## config.mk

```make
export PLATFORM = sky130hd
export DESIGN_NAME = sram_arbiter
export DESIGN_NICKNAME = d
export VERILOG_FILES = /design/src/rtl/sram_arbiter.sv
export SDC_FILE = /design/constraint.sdc
export NUM_CORES = 1
export LEC_CHECK = 0
export ABC_CLOCK_PERIOD_IN_PS = 1900
export CORE_UTILIZATION = 37
export DETAILED_ROUTE_END_ITERATION = 10
export PLACE_DENSITY = 0.77
export SETUP_SLACK_MARGIN = 0.3
export SLEW_MARGIN = 20
export SYNTH_ARGS = -nofsm -noshare
export SYNTH_HDL_FRONTEND = slang
export SYNTH_SLANG_ARGS = --single-unit
```

## constraint.sdc

```tcl
create_clock -name Clk -period 1.9 [get_ports Clk]
set_input_delay 0.38 -clock Clk [delete_from_list [all_inputs] [get_ports Clk]]
set_output_delay 0.38 -clock Clk [all_outputs]
set_load 0.03 [all_outputs]
```

## src/rtl/sram_arbiter.sv

```systemverilog
// Two-port round-robin arbiter and strobe sequencer for a shared asynchronous SRAM.
// Each grant runs IDLE -> SETUP -> ACCESS (WAIT_CYCLES) -> ACK with registered strobes.
module sram_arbiter #(
  parameter int unsigned ADDR_W      = 20,
  parameter int unsigned DATA_W      = 16,
  parameter int unsigned WAIT_CYCLES = 1
) (
  input  logic              Clk,
  input  logic              Reset_n,
  input  logic              cpu_req,
  input  logic              cpu_we,
  input  logic [ADDR_W-1:0] cpu_addr,
  input  logic [DATA_W-1:0] cpu_wdata,
  output logic [DATA_W-1:0] cpu_rdata,
  output logic              cpu_ack,
  input  logic              dbg_req,
  input  logic              dbg_we,
  input  logic [ADDR_W-1:0] dbg_addr,
  input  logic [DATA_W-1:0] dbg_wdata,
  output logic [DATA_W-1:0] dbg_rdata,
  output logic              dbg_ack,
  output logic              Mem_CE,
  output logic              Mem_UB,
  output logic              Mem_LB,
  output logic              Mem_OE,
  output logic              Mem_WE,
  output logic [ADDR_W-1:0] Mem_ADDR,
  output logic [DATA_W-1:0] Mem_Dout,
  output logic              Mem_Drive,
  input  logic [DATA_W-1:0] Mem_Din,
  output logic              busy,
  output logic              owner
);

  localparam int unsigned CntW = 4;

  typedef enum logic [1:0] {StIdle, StSetup, StAccess, StAck} state_e;

  state_e            state_q, state_d;
  logic [CntW-1:0]   cnt_q, cnt_d;
  logic              last_dbg_q, last_dbg_d;
  logic              owner_q, owner_d;
  logic              we_q, we_d;
  logic [ADDR_W-1:0] addr_q, addr_d;
  logic [DATA_W-1:0] wdata_q, wdata_d;
  logic [DATA_W-1:0] cpu_rdata_q, cpu_rdata_d;
  logic [DATA_W-1:0] dbg_rdata_q, dbg_rdata_d;
  logic              ce_q, ce_d;
  logic              oe_q, oe_d;
  logic              wen_q, wen_d;
  logic              drive_q, drive_d;
  logic              grant_dbg;

  always_comb begin
    state_d     = state_q;
    cnt_d       = cnt_q;
    last_dbg_d  = last_dbg_q;
    owner_d     = owner_q;
    we_d        = we_q;
    addr_d      = addr_q;
    wdata_d     = wdata_q;
    cpu_rdata_d = cpu_rdata_q;
    dbg_rdata_d = dbg_rdata_q;
    // On a tie the port that lost the previous grant wins.
    grant_dbg   = dbg_req && (!cpu_req || !last_dbg_q);

    unique case (state_q)
      StIdle: begin
        if (cpu_req || dbg_req) begin
          owner_d    = grant_dbg;
          last_dbg_d = grant_dbg;
          we_d       = grant_dbg ? dbg_we    : cpu_we;
          addr_d     = grant_dbg ? dbg_addr  : cpu_addr;
          wdata_d    = grant_dbg ? dbg_wdata : cpu_wdata;
          state_d    = StSetup;
        end
      end
      StSetup: begin
        cnt_d   = CntW'(WAIT_CYCLES - 1);
        state_d = StAccess;
      end
      StAccess: begin
        if (cnt_q == '0) begin
          if (!we_q) begin
            if (owner_q) dbg_rdata_d = Mem_Din;
            else         cpu_rdata_d = Mem_Din;
          end
          state_d = StAck;
        end else begin
          cnt_d = cnt_q - 1'b1;
        end
      end
      StAck:   state_d = StIdle;
      default: state_d = StIdle;
    endcase

    // Strobes are registered from the next state so they change cleanly at each edge.
    ce_d    = (state_d != StIdle);
    oe_d    = !((state_d == StAccess) && !we_d);
    wen_d   = !((state_d == StAccess) && we_d);
    drive_d = (state_d != StIdle) && we_d;
  end

  always_ff @(posedge Clk or negedge Reset_n) begin
    if (!Reset_n) begin
      state_q     <= StIdle;
      cnt_q       <= '0;
      last_dbg_q  <= 1'b1;
      owner_q     <= 1'b0;
      we_q        <= 1'b0;
      addr_q      <= '0;
      wdata_q     <= '0;
      cpu_rdata_q <= '0;
      dbg_rdata_q <= '0;
      ce_q        <= 1'b0;
      oe_q        <= 1'b1;
      wen_q       <= 1'b1;
      drive_q     <= 1'b0;
    end else begin
      state_q     <= state_d;
      cnt_q       <= cnt_d;
      last_dbg_q  <= last_dbg_d;
      owner_q     <= owner_d;
      we_q        <= we_d;
      addr_q      <= addr_d;
      wdata_q     <= wdata_d;
      cpu_rdata_q <= cpu_rdata_d;
      dbg_rdata_q <= dbg_rdata_d;
      ce_q        <= ce_d;
      oe_q        <= oe_d;
      wen_q       <= wen_d;
      drive_q     <= drive_d;
    end
  end

  // ce_q is the active-high "chip selected" flag; the pins are active-low.
  assign Mem_CE    = !ce_q;
  assign Mem_UB    = !ce_q;
  assign Mem_LB    = !ce_q;
  assign Mem_OE    = oe_q;
  assign Mem_WE    = wen_q;
  assign Mem_ADDR  = addr_q;
  assign Mem_Dout  = wdata_q;
  assign Mem_Drive = drive_q;
  assign cpu_rdata = cpu_rdata_q;
  assign dbg_rdata = dbg_rdata_q;
  assign cpu_ack   = (state_q == StAck) && !owner_q;
  assign dbg_ack   = (state_q == StAck) && owner_q;
  assign busy      = (state_q != StIdle);
  assign owner     = owner_q;

endmodule

```

* Word-level counts from Yosys, hierarchy flattened
Cells that the tools add are included.
** Cells by class
- $add $sub $neg :: 1
- Equality and inequality tests :: 5
- Muxes and demuxes :: 10
- Bitwise logic cells :: 2
- Reductions and logical operators :: 24
** Operators with widths (count)
- $mux W20 :: 1
- $mux W16 :: 1
- $pmux W2 S4 :: 1
- $pmux W4 S2 :: 1
- $reduce_and A4 Y1 :: 2
- $logic_not A1 Y1 :: 7
- $eq A2 B2 Y1 const B :: 3
- $logic_and A1 B1 Y1 :: 6
- $reduce_bool A2 Y1 :: 3
- $logic_not A4 Y1 :: 1
- $mux W2 :: 2
- $mux W4 :: 1
- $reduce_and A2 Y1 :: 2
- $sub A4 B1 Y4 const B :: 1
- $mux W1 :: 3
- $eq A2 B1 Y1 const B :: 1
- $logic_not A2 Y1 :: 1
- $logic_or A1 B1 Y1 :: 2
- $ne A2 B2 Y1 const B :: 1
- $not A1 Y1 :: 2
** Storage, ports and cells
- Flip-flop bits (word level) :: 81
- Input bits :: 94

* Longest topological paths before layout
Gate-level depths: netlist of run 1.
- Depth after elaboration :: 9
- Mapped depth :: 7
- Gate-level depth less buffers :: 5

* Worst setup path before layout of run 1
Ideal clock, no wire load.
- Path type :: reg2reg
- From :: reg cnt_q[0]
- To :: reg cpu_rdata_q[0] (netlist: cpu_rdata[0])
- Library setup time :: 125 ps
- Arrival time :: 1945 ps
- Data required time :: 1775 ps
- Setup slack :: -170 ps
- Cell stages (with the launch flop) :: 7
- Period minus slack after synthesis :: 2070 ps
- Cell sequence :: dfrtp_1 -> inv_1 -> ha_1 -> or3b_4 -> nor4b_4 -> buf_6 -> mux2_2
** On the way
- Cells in the longest elaborated chain, start to end :: 2
** Ends and longest elaborated chain
- from (decl) :: line 40 : logic [CntW-1:0] cnt_q, cnt_d;
- from (signal assigned) :: line 121 : cnt_q <= cnt_d;
- $logic_not A4 Y1 :: line 83 : if (cnt_q == '0) begin
- $reduce_and A4 Y1 (no source line)
- to (signal assigned) :: line 127 : cpu_rdata_q <= cpu_rdata_d;
- to (decl) :: line 46 : logic [DATA_W-1:0] cpu_rdata_q, cpu_rdata_d;
Every way passes these cells.
A chain may end at the register's enable or synchronous reset.

* Worst setup path in the final report of run 1
- From :: reg cnt_q[0]
- To :: reg cpu_rdata_q[3] (netlist: cpu_rdata[3])
Same word-level chain as after synthesis.

==> results.cfg, run 1 <==
[cells_and_area]
final_cells = 623
final_nets = 590
syn_to_final_growth_pct = 68.1
drive_gt1_frac = 0.225
diodes = 0

[drt]
routed_via_density = 4.66
route.detailed.drc = 0
detailroute.via_count = 2905
drtAntennaViolNets = 0
drt_iter0_markers = 31
dr.pass1.iters = 4
wirelength_um = 9280
wire_per_inst_um = 14.9

[clock_network]
clk_latency_ns = 0.35
cts-root-buf = clkbuf_8
clk_pin_slew_ns = 0.09
htreeDepth = 3
ctsLongestPathBuffers = 2
cts_sinks = 81
cts_tree = built
cts_made_buffers = 9

[setup_path]
reg2reg_slack_ns = -0.05
critical_path_class = reg2reg
cp-end-kind = flop
crit_start = cnt_q[0]$_DFFE_PN0P_
ff2ff_path_depth = 6
slowest_delay_ns = 0.41
regToRegStartpoint = cnt_q[0]$_DFFE_PN0P_
timing.rr.end = cpu_rdata[3]$_DFFE_PN0P_
crit_path_cell_trace = inv_2, ha_4, or3b_4, nor4b_4, buf_12, mux2_2
start_kind = flop
crit_slowest_cell = dfrtp_1
cp.depth = 6
crit_family = simple AND/OR/NAND/NOR gates
crit_path_end = cpu_rdata[3]$_DFFE_PN0P_
worstPathArrival_ns = 2.17
worst-path-buf-inv = 2
cp_max_fo = 16
cp.required_ns = 2.13

[placement]
dp_cells = 594
place_congestion = 0.754
portBuffers = 171
pre_cts_slack_ns = -0.0937
dp_hpwl_um = 6650

[die]
start_util = 0.383
rows = 35
die_width_um = 99.9
io_pins = 172
core_area_mm2 = 0.00924
dieArea_mm2 = 0.00997
die_h_um = 99.9

[power]
power_frac_clock = 0.135
internal_power_w = 0.00540
power.switching_w = 0.00420
switching_share = 0.437
vdd_drop_max_v = 0.000657
power_per_cell_area_mw_per_mm2 = 1610
leakagePower_nw = 2.81
seq_power_share = 0.311
pwr-share-comb = 0.554

[logic_synthesis]
synth_cell_type_count = 35
synth_common_cells = 78 x dfrtp_1, 39 x o21ai_0, 38 x nand2_1
synth_cells = 293
syn-num-nets = 394
synth_area_mm2 = 0.00354
async_flop_share = 1.00
yosysSeqAreaShare = 0.573
synth_ff_type = dfrtp_1
synth_top_area_frac = 0.551
synth-edff-count = 0
synth.area.top_cells = dfrtp_1 55%, mux2_2 10%, mux2i_1 10%, o21ai_0 5.5%, nand2_1 4.0%
yosysTopAreaCell = dfrtp_1
ys_seq_elements = 81
yosysWarnings = 0
synth_area_per_cell_um2 = 12.1
synth_most_common_cell = dfrtp_1

[global_route]
grt_pass1_vias = 3056
antenna_found_initial = 0
grt_pass1_wl_um = 14800
grt_max_degree = 74
overflow = 0
grt_usage = 0.193

[sta]
max_freq_mhz = 514
max_slew_margin = 0.725
finalCritPeriodShare = 1.02
clock_skew_ns = 0.0154
timing.final.hold_violations = 0
rsz0062_at_grt = true
fin_ws_ns = -0.0456
drv_slew = 0
worst_pin_slew_ns = 0.413
setup-violations-final = 17
fin_crit_ns = 1.95

[worst_hold_path]
min-delay-path-class = reg2reg

[outcome]
status = complete, but fails checks
violations = negative setup slack

[run]
cap_violations = 0
-- cells in the final DEF (no fill, tap or decap), types with 3 or more instances in the layout --
cell | Yosys | layout
nand2_1 | 38 | 37
mux2_4 | 0 | 17
ha_1 | 7 | 3
clkdlybuf4s50_1 | 0 | 91
dfstp_2 | 3 | 3
dlygate4sd2_1 | 0 | 70
nor2_1 | 5 | 5
dfrtp_1 | 78 | 78
inv_6 | 0 | 4
clkbuf_8 | 0 | 9
buf_4 | 2 | 18
mux2i_1 | 36 | 36
buf_6 | 1 | 10
inv_2 | 0 | 6
buf_12 | 0 | 5
o21ai_0 | 39 | 37
inv_1 | 9 | 3
mux2_2 | 33 | 16
ha_4 | 0 | 3
-- registers in the layout (all words and copies together) (netlist names) --
register / cells
Mem_ADDR: 20
Mem_Dout: 16
cpu_rdata: 16
dbg_rdata: 16
cnt_q: 4
state_q: 2
Mem_Drive: 1
Mem_OE: 1
Mem_WE: 1
ce_q: 1
last_dbg_q: 1
owner: 1
we_q: 1
-- layer usage --
| layer | vias up | track usage | routed length (µm) |
|---|---|---|---|
| met5 | - | 0 | 0 |
| met4 | 0 | 0.0690 | 122 |
| met2 | 121 | 0.334 | 4600 |
| met1 | 1366 | 0.223 | 3770 |
| li1 | 1407 | - | - |
| met3 | 11 | 0.0634 | 782 |
-- metrics by stage --
step | cell area (µm²) | utilization | TNS, ns | total power, W | hold WS (ns)
5_1_grt | 5960 | 0.645 | -2.50 | 0.0102 | 0.504
4_1_cts | 5910 | 0.639 | -0.512 | 0.00963 | 0.484
2_1_floorplan | 3620 | - | -1.29 | 0.00612 | 0.0844
3_3_place_gp | 5600 | 0.606 | 0 | 0.00841 | 0.343
6_report | 5960 | 0.645 | -0.515 | 0.00960 | 0.478
3_5_place_dp | 5600 | 0.606 | -2.13 | 0.00856 | 0.351
-- timing repair --
action,CTS,global route
setup buffers,4,6
endpoints found under the setup margin,107,60
gates cloned,2,0
endpoints found under the hold margin,26,0
hold buffers,1,0
pin swaps,5,4
gates resized for setup,130,8
-- cell families after synthesis --
kind of cell    synth area share
buf+inv                   0.0335
compound gates            0.0802
fa+ha+maj                 0.0247
simple gates              0.0819
flops                      0.573
mux                        0.207
-- area by class of cell --
class	count	area [µm²]
clock inverter	7	81.3
timing repair buffer	202	1970
inverter	9	33.8
clock buffer	9	124
multi-input combinational	186	1560
tap	129	161
fill	762	3280
sequential	81	2030
-- power groups by stage --
stage	Clock [W]	Sequential [W]	Combinational [W]
after detailed placement	0	0.00304	0.00552
after CTS	0.00135	0.00300	0.00529
after global routing	0.00142	0.00308	0.00567
after floorplan	0	0.00450	0.00162
final	0.00130	0.00298	0.00532
after global placement	0	0.00300	0.00542
-- worst min-delay path, stage by stage (launching register included) --
cell and delay (ns):
dfrtp_1 0.34, nand2_1 0.04, o21ai_0 0.06
-- worst min path at each step --
stage                                   from                       end  cells after the start
floorplan                            Reset_n   Mem_ADDR[0]$_DFFE_PN0P_                      0
global placement                     Reset_n  dbg_rdata[2]$_DFFE_PN0P_                      1
detailed placement                   Reset_n  dbg_rdata[2]$_DFFE_PN0P_                      1
CTS                 Mem_Dout[12]$_DFFE_PN0P_  Mem_Dout[12]$_DFFE_PN0P_                      2
global route        Mem_ADDR[11]$_DFFE_PN0P_  Mem_ADDR[11]$_DFFE_PN0P_                      2
finish              Mem_Dout[12]$_DFFE_PN0P_  Mem_Dout[12]$_DFFE_PN0P_                      2
Note: power is estimated with default switching activity, not from simulation.
==> inputs of run 2 (changes only) <==
--- a/config.mk
+++ b/config.mk
@@ -6,9 +6,10 @@
 export NUM_CORES = 1
 export LEC_CHECK = 0
 export ABC_CLOCK_PERIOD_IN_PS = 1900
-export CORE_UTILIZATION = 37
+export CORE_UTILIZATION = 56
 export DETAILED_ROUTE_END_ITERATION = 10
-export PLACE_DENSITY = 0.77
+export DONT_BUFFER_PORTS = 1
+export PLACE_DENSITY = 0.74
 export SETUP_SLACK_MARGIN = 0.3
 export SLEW_MARGIN = 20
 export SYNTH_ARGS = -nofsm -noshare
==> run 2 against run 1 <==
Effect of this change:
- the run ends with negative hold slack, negative setup slack left
- design area is 30% lower
- sequential power rose by 56%
- clock-buffer cell count is the same
- sequential cell count is the same
- utilization rose by 5.2 points
- worst setup slack improved by 0.026 ns
- clock skew grew 0.00052 ns
- clock power up 12%
- hold slack worse by 0.76 ns
- register-to-register slack improved by 0.03 ns
- via count decreased by 23%
- critical path type unchanged
- highest routed layer unchanged
==> results.cfg, run 2 (synthesized netlist as in run 1, its figures left out) <==
[global_route]
grt_max_degree = 82
antenna_found_initial = 0
grt_pass1_vias = 2224
grt_usage = 0.227
overflow = 0
grt_pass1_wl_um = 11000

[setup_path]
ff2ff_path_depth = 6
cp-end-kind = flop
crit_slowest_cell = dfrtp_1
cp.required_ns = 2.13
reg2reg_slack_ns = -0.02
regToRegStartpoint = cnt_q[1]$_DFFE_PN0P_
cp_max_fo = 16
timing.rr.end = cpu_rdata[15]$_DFFE_PN0P_
worst-path-buf-inv = 2
crit_family = simple AND/OR/NAND/NOR gates
start_kind = flop
critical_path_class = reg2reg
slowest_delay_ns = 0.41
worstPathArrival_ns = 2.15
crit_path_cell_trace = inv_2, ha_4, or3b_4, nor4b_4, buf_12, mux2_2

[sta]
rsz0062_at_grt = true
clock_skew_ns = 0.0159
fin_worst_hold_slack_ns = -0.284
max_freq_mhz = 521
finalCritPeriodShare = 1.01
drv_slew = 0
max_slew_margin = 0.774
fin_ws_ns = -0.0196
timing.final.hold_violations = 81
worst_pin_slew_ns = 0.338
setup-violations-final = 10
fin_crit_ns = 1.92

[power]
leakagePower_nw = 1.96
power_per_cell_area_mw_per_mm2 = 2000
power_w = 0.00841
vdd_drop_max_v = 0.00106

[clock_network]
htreeDepth = 3
cts_tree = built
cts-root-buf = clkbuf_8
cts_sinks = 81
clk_latency_ns = 0.35
clk_pin_slew_ns = 0.09
cts_made_buffers = 9
ctsLongestPathBuffers = 2

[die]
start_util = 0.588
io_pins = 172
rows = 28
core_area_mm2 = 0.00603
die_h_um = 81.5
die_width_um = 81.5
dieArea_mm2 = 0.00665

[cells_and_area]
register_area_mm2 = 0.00203
multi_input_area_mm2 = 0.00156
fillCellCount = 423
drive_gt1_frac = 0.305
final_common_cell = dfrtp_1
syn_to_final_growth_pct = 18.5
final_core_util = 0.697
final_nets = 411
final_cell_mix = 78 x dfrtp_1, 38 x nand2_1, 38 x o21ai_0
diodes = 0
largest_reg_flops = 20

[drt]
dr.pass1.iters = 7
wire_per_inst_um = 19.1
drtAntennaViolNets = 0
detailroute.via_count = 2239
routed_via_density = 5.74
wirelength_um = 7470
drt_iter0_markers = 120
route.detailed.drc = 0

[run]
cap_violations = 0

[outcome]
status = complete, but fails checks
violations = negative hold slack, negative setup slack

[placement]
portBuffers = 0
dp_hpwl_um = 4970
place_congestion = 0.762

[worst_hold_path]
min-delay-path-class = in2async
## run 2: cell types whose count changed in the layout (fill, tap and decap cells not counted), sizes merged, moves of 4 or more
cell / delta
buf: -11
clkdlybuf4s15: -4
clkdlybuf4s50: -91
dlygate4sd2: -70
## run 2: repair_timing
action / 4_1_cts / 5_1_grt
setup buffers: 7 / 2
setup endpoints to repair: 40 / 41
pin swaps: 5 / 5
resized for setup: 24 / 13
gates cloned: 0 / 1
endpoints found under the hold margin: 81 / 81
## run 2: worst max path at each step
stage / from / to / slack [ns] / cells past startpoint
after global routing: cnt_q[0]$_DFFE_PN0P_ / cpu_rdata[0]$_DFFE_PN0P_ / -0.09 / 6
after detailed placement: cnt_q[1]$_DFFE_PN0P_ / cpu_rdata[15]$_DFFE_PN0P_ / -0.02 / 6
final: cnt_q[1]$_DFFE_PN0P_ / cpu_rdata[15]$_DFFE_PN0P_ / -0.02 / 6
after floorplan: cnt_q[0]$_DFFE_PN0P_ / cpu_rdata[0]$_DFFE_PN0P_ / -0.13 / 6
after global placement: cnt_q[0]$_DFFE_PN0P_ / cpu_rdata[11]$_DFFE_PN0P_ / 0.05 / 6
after CTS: cnt_q[1]$_DFFE_PN0P_ / cpu_rdata[5]$_DFFE_PN0P_ / -0.01 / 6
## run 2: area by class of cell
class | instances | share of cell area
sequential | 81 | 0.484
multi-input combinational | 186 | 0.372
timing repair buffer | 23 | 0.0581
clock buffer | 9 | 0.0295
clock inverter | 7 | 0.0259
tap | 75 | 0.0223
inverter | 9 | 0.00864
## run 2: routing by layer
layer / up-vias / share of wire / global-route usage
met4: 0 / 0.0092 / 0.0946
met1: 1074 / 0.39 / 0.260
li1: 1047 / - / -
met3: 6 / 0.099 / 0.102
met5: - / 0 / 0
met2: 112 / 0.50 / 0.367
## run 2: where the power goes
part	internal (W)	leakage (nW)	switching, W
logic	0.00121	0.865	0.00112
clock network	0.000770	0.118	0.000679
registers	0.00254	0.979	0.00210
## run 2: stage by stage
stage	TNS, ns	worst slack (ns)	cells	area [µm²]
6_report	-0.108	-0.0196	390	4200
5_1_grt	-1.29	-0.0870	390	4200
4_1_cts	-0.0528	-0.0150	387	4130
3_5_place_dp	-0.117	-0.0172	364	3760
3_3_place_gp	0	0.0460	364	3760
2_1_floorplan	-1.29	-0.129	293	3620
==> inputs of run 3 (changes only) <==
--- a/config.mk
+++ b/config.mk
@@ -6,9 +6,12 @@
 export NUM_CORES = 1
 export LEC_CHECK = 0
 export ABC_CLOCK_PERIOD_IN_PS = 1900
+export CAP_MARGIN = 20
 export CORE_UTILIZATION = 56
 export DETAILED_ROUTE_END_ITERATION = 10
 export DONT_BUFFER_PORTS = 1
+export GPL_ROUTABILITY_DRIVEN = 0
+export GPL_TIMING_DRIVEN = 0
 export PLACE_DENSITY = 0.74
 export SETUP_SLACK_MARGIN = 0.3
 export SLEW_MARGIN = 20
==> run 3 against run 2 <==
Effect of this change:
- the flow still finishes with violations (negative hold slack, negative setup slack)
- design area up 2.2%
- clock power is 8% lower
- utilization grew 1.6 points
- sequential share of layout area down 1.0 points
- clock skew shrank 0.0027 ns
- first-iteration DRC count fell by 1.7%
- register-to-register slack worse by 0.04 ns
- largest cell class unchanged
- highest routed layer unchanged
==> results.cfg, run 3 (synthesized netlist as in run 1, its figures left out) <==
[cells_and_area]
final_nets = 427
stdcell_area_mm2 = 0.00429
diodes = 0
final_common_cell = dfrtp_1
largest_reg_flops = 20
final_cell_mix = 77 x dfrtp_1, 38 x nand2_1, 37 x o21ai_0
syn_to_final_growth_pct = 21.2
drive_gt1_frac = 0.326

[sta]
clock_skew_ns = 0.0132
worst_pin_slew_ns = 0.581
max_freq_mhz = 510
timing.final.hold_violations = 81
drv_slew = 0
finalCritPeriodShare = 1.03
fin_crit_ns = 1.96
setup_tns_ns = -0.582
fin_ws_ns = -0.0590
max_slew_margin = 0.612
rsz0062_at_grt = true
fin_worst_hold_slack_ns = -0.287
setup-violations-final = 16

[clock_network]
ctsLongestPathBuffers = 2
clk_latency_ns = 0.36
cts-root-buf = clkbuf_8
htreeDepth = 3
cts_tree = built
cts_made_buffers = 9
clk_pin_slew_ns = 0.09
cts_sinks = 81

[placement]
portBuffers = 0
dp_hpwl_um = 5370
placed_area_mm2 = 0.00371
pre_cts_slack_ns = -0.410

[run]
cap_violations = 0

[die]
start_util = 0.588
rows = 28
die_h_um = 81.5
core_area_mm2 = 0.00603
dieArea_mm2 = 0.00665
io_pins = 172
die_width_um = 81.5

[power]
seq_power_share = 0.551
internal_power_w = 0.00449
power_per_cell_area_mw_per_mm2 = 1990
pwr-share-comb = 0.291
leakagePower_nw = 2.04
vdd_drop_max_v = 0.00103
power_w = 0.00853
power_frac_clock = 0.157
power.switching_w = 0.00404
switching_share = 0.473

[drt]
routed_via_density = 5.84
detailroute.via_count = 2371
wirelength_um = 8480
route.detailed.drc = 0
dr.pass1.iters = 4
drtAntennaViolNets = 0
drt_iter0_markers = 118
wire_per_inst_um = 20.9

[setup_path]
cp_max_fo = 5
cp-end-kind = flop
worstPathArrival_ns = 2.20
critical_path_class = reg2reg
start_kind = flop
ff2ff_path_depth = 7
cp.required_ns = 2.14
reg2reg_slack_ns = -0.06

[outcome]
violations = negative hold slack, negative setup slack
status = complete, but fails checks

[global_route]
grt_pass1_wl_um = 11900
grt_max_degree = 82
antenna_found_initial = 0
grt_usage = 0.245
grt_pass1_vias = 2383
overflow = 0

[worst_hold_path]
min-delay-path-class = in2async
run 3: metrics by stage:
stage                     hold slack (ns)   util  std cells
after floorplan                    0.0844      -        293
after global placement             0.0862  0.616        368
after detailed placement           0.0863  0.616        368
after CTS                          -0.303  0.701        401
after global routing               -0.307  0.712        406
final                              -0.287  0.712        406
run 3: cell type report:
class | count | area, µm²
Buffer | 17 | 135
Clock inverter | 7 | 83.8
Sequential cell | 81 | 2030
Clock buffer | 9 | 124
Inverter | 9 | 37.5
Tap cell | 75 | 93.8
Multi-Input combinational cell | 186 | 1580
Fill cell | 432 | 1730
Timing Repair Buffer | 22 | 203
run 3: worst paths after layout:
kind / end / start
setup / recovery: cpu_rdata[1]$_DFFE_PN0P_ / cnt_q[0]$_DFFE_PN0P_
hold / removal: dbg_rdata[3]$_DFFE_PN0P_ / Reset_n
setup reg to reg: cpu_rdata[1]$_DFFE_PN0P_ / cnt_q[0]$_DFFE_PN0P_
hold reg to reg: last_dbg_q$_DFFE_PN1P_ / last_dbg_q$_DFFE_PN1P_
max in group asynchronous: Mem_OE$_DFF_PN1_ / Reset_n
min in group Clk: last_dbg_q$_DFFE_PN1P_ / cpu_req
run 3: power by group through the flow:
stage,logic (W),registers [W],clock network [W]
2_1_floorplan,0.00162,0.00450,0
3_3_place_gp,0.00186,0.00469,0
3_5_place_dp,0.00195,0.00470,0
4_1_cts,0.00240,0.00469,0.00135
5_1_grt,0.00274,0.00482,0.00142
6_report,0.00249,0.00470,0.00134
run 3: layer usage:
layer / up-vias / share of wire / global-route usage / routed length (µm)
met5: - / 0 / 0 / 0
met3: 13 / 0.085 / 0.0844 / 717
met2: 120 / 0.53 / 0.419 / 4470
met1: 1156 / 0.38 / 0.279 / 3190
met4: 0 / 0.013 / 0.0964 / 109
li1: 1082 / - / - / -
run 3: timing repair:
| action | 4_1_cts | 5_1_grt |
|---|---|---|
| hold endpoints to repair | 81 | 81 |
| pin swaps | 5 | 4 |
| setup buffers | 15 | 5 |
| cloned | 2 | 0 |
| endpoints found under the setup margin | 76 | 74 |
| resized for setup | 55 | 16 |
run 3: worst max-delay path: stages, from the launching register on:
cell and delay [ns]:
dfrtp_1 0.40, inv_2 0.09, ha_4 0.14, or3b_4 0.39
nor4b_4 0.23, buf_6 0.17, buf_8 0.13, mux2_4 0.31
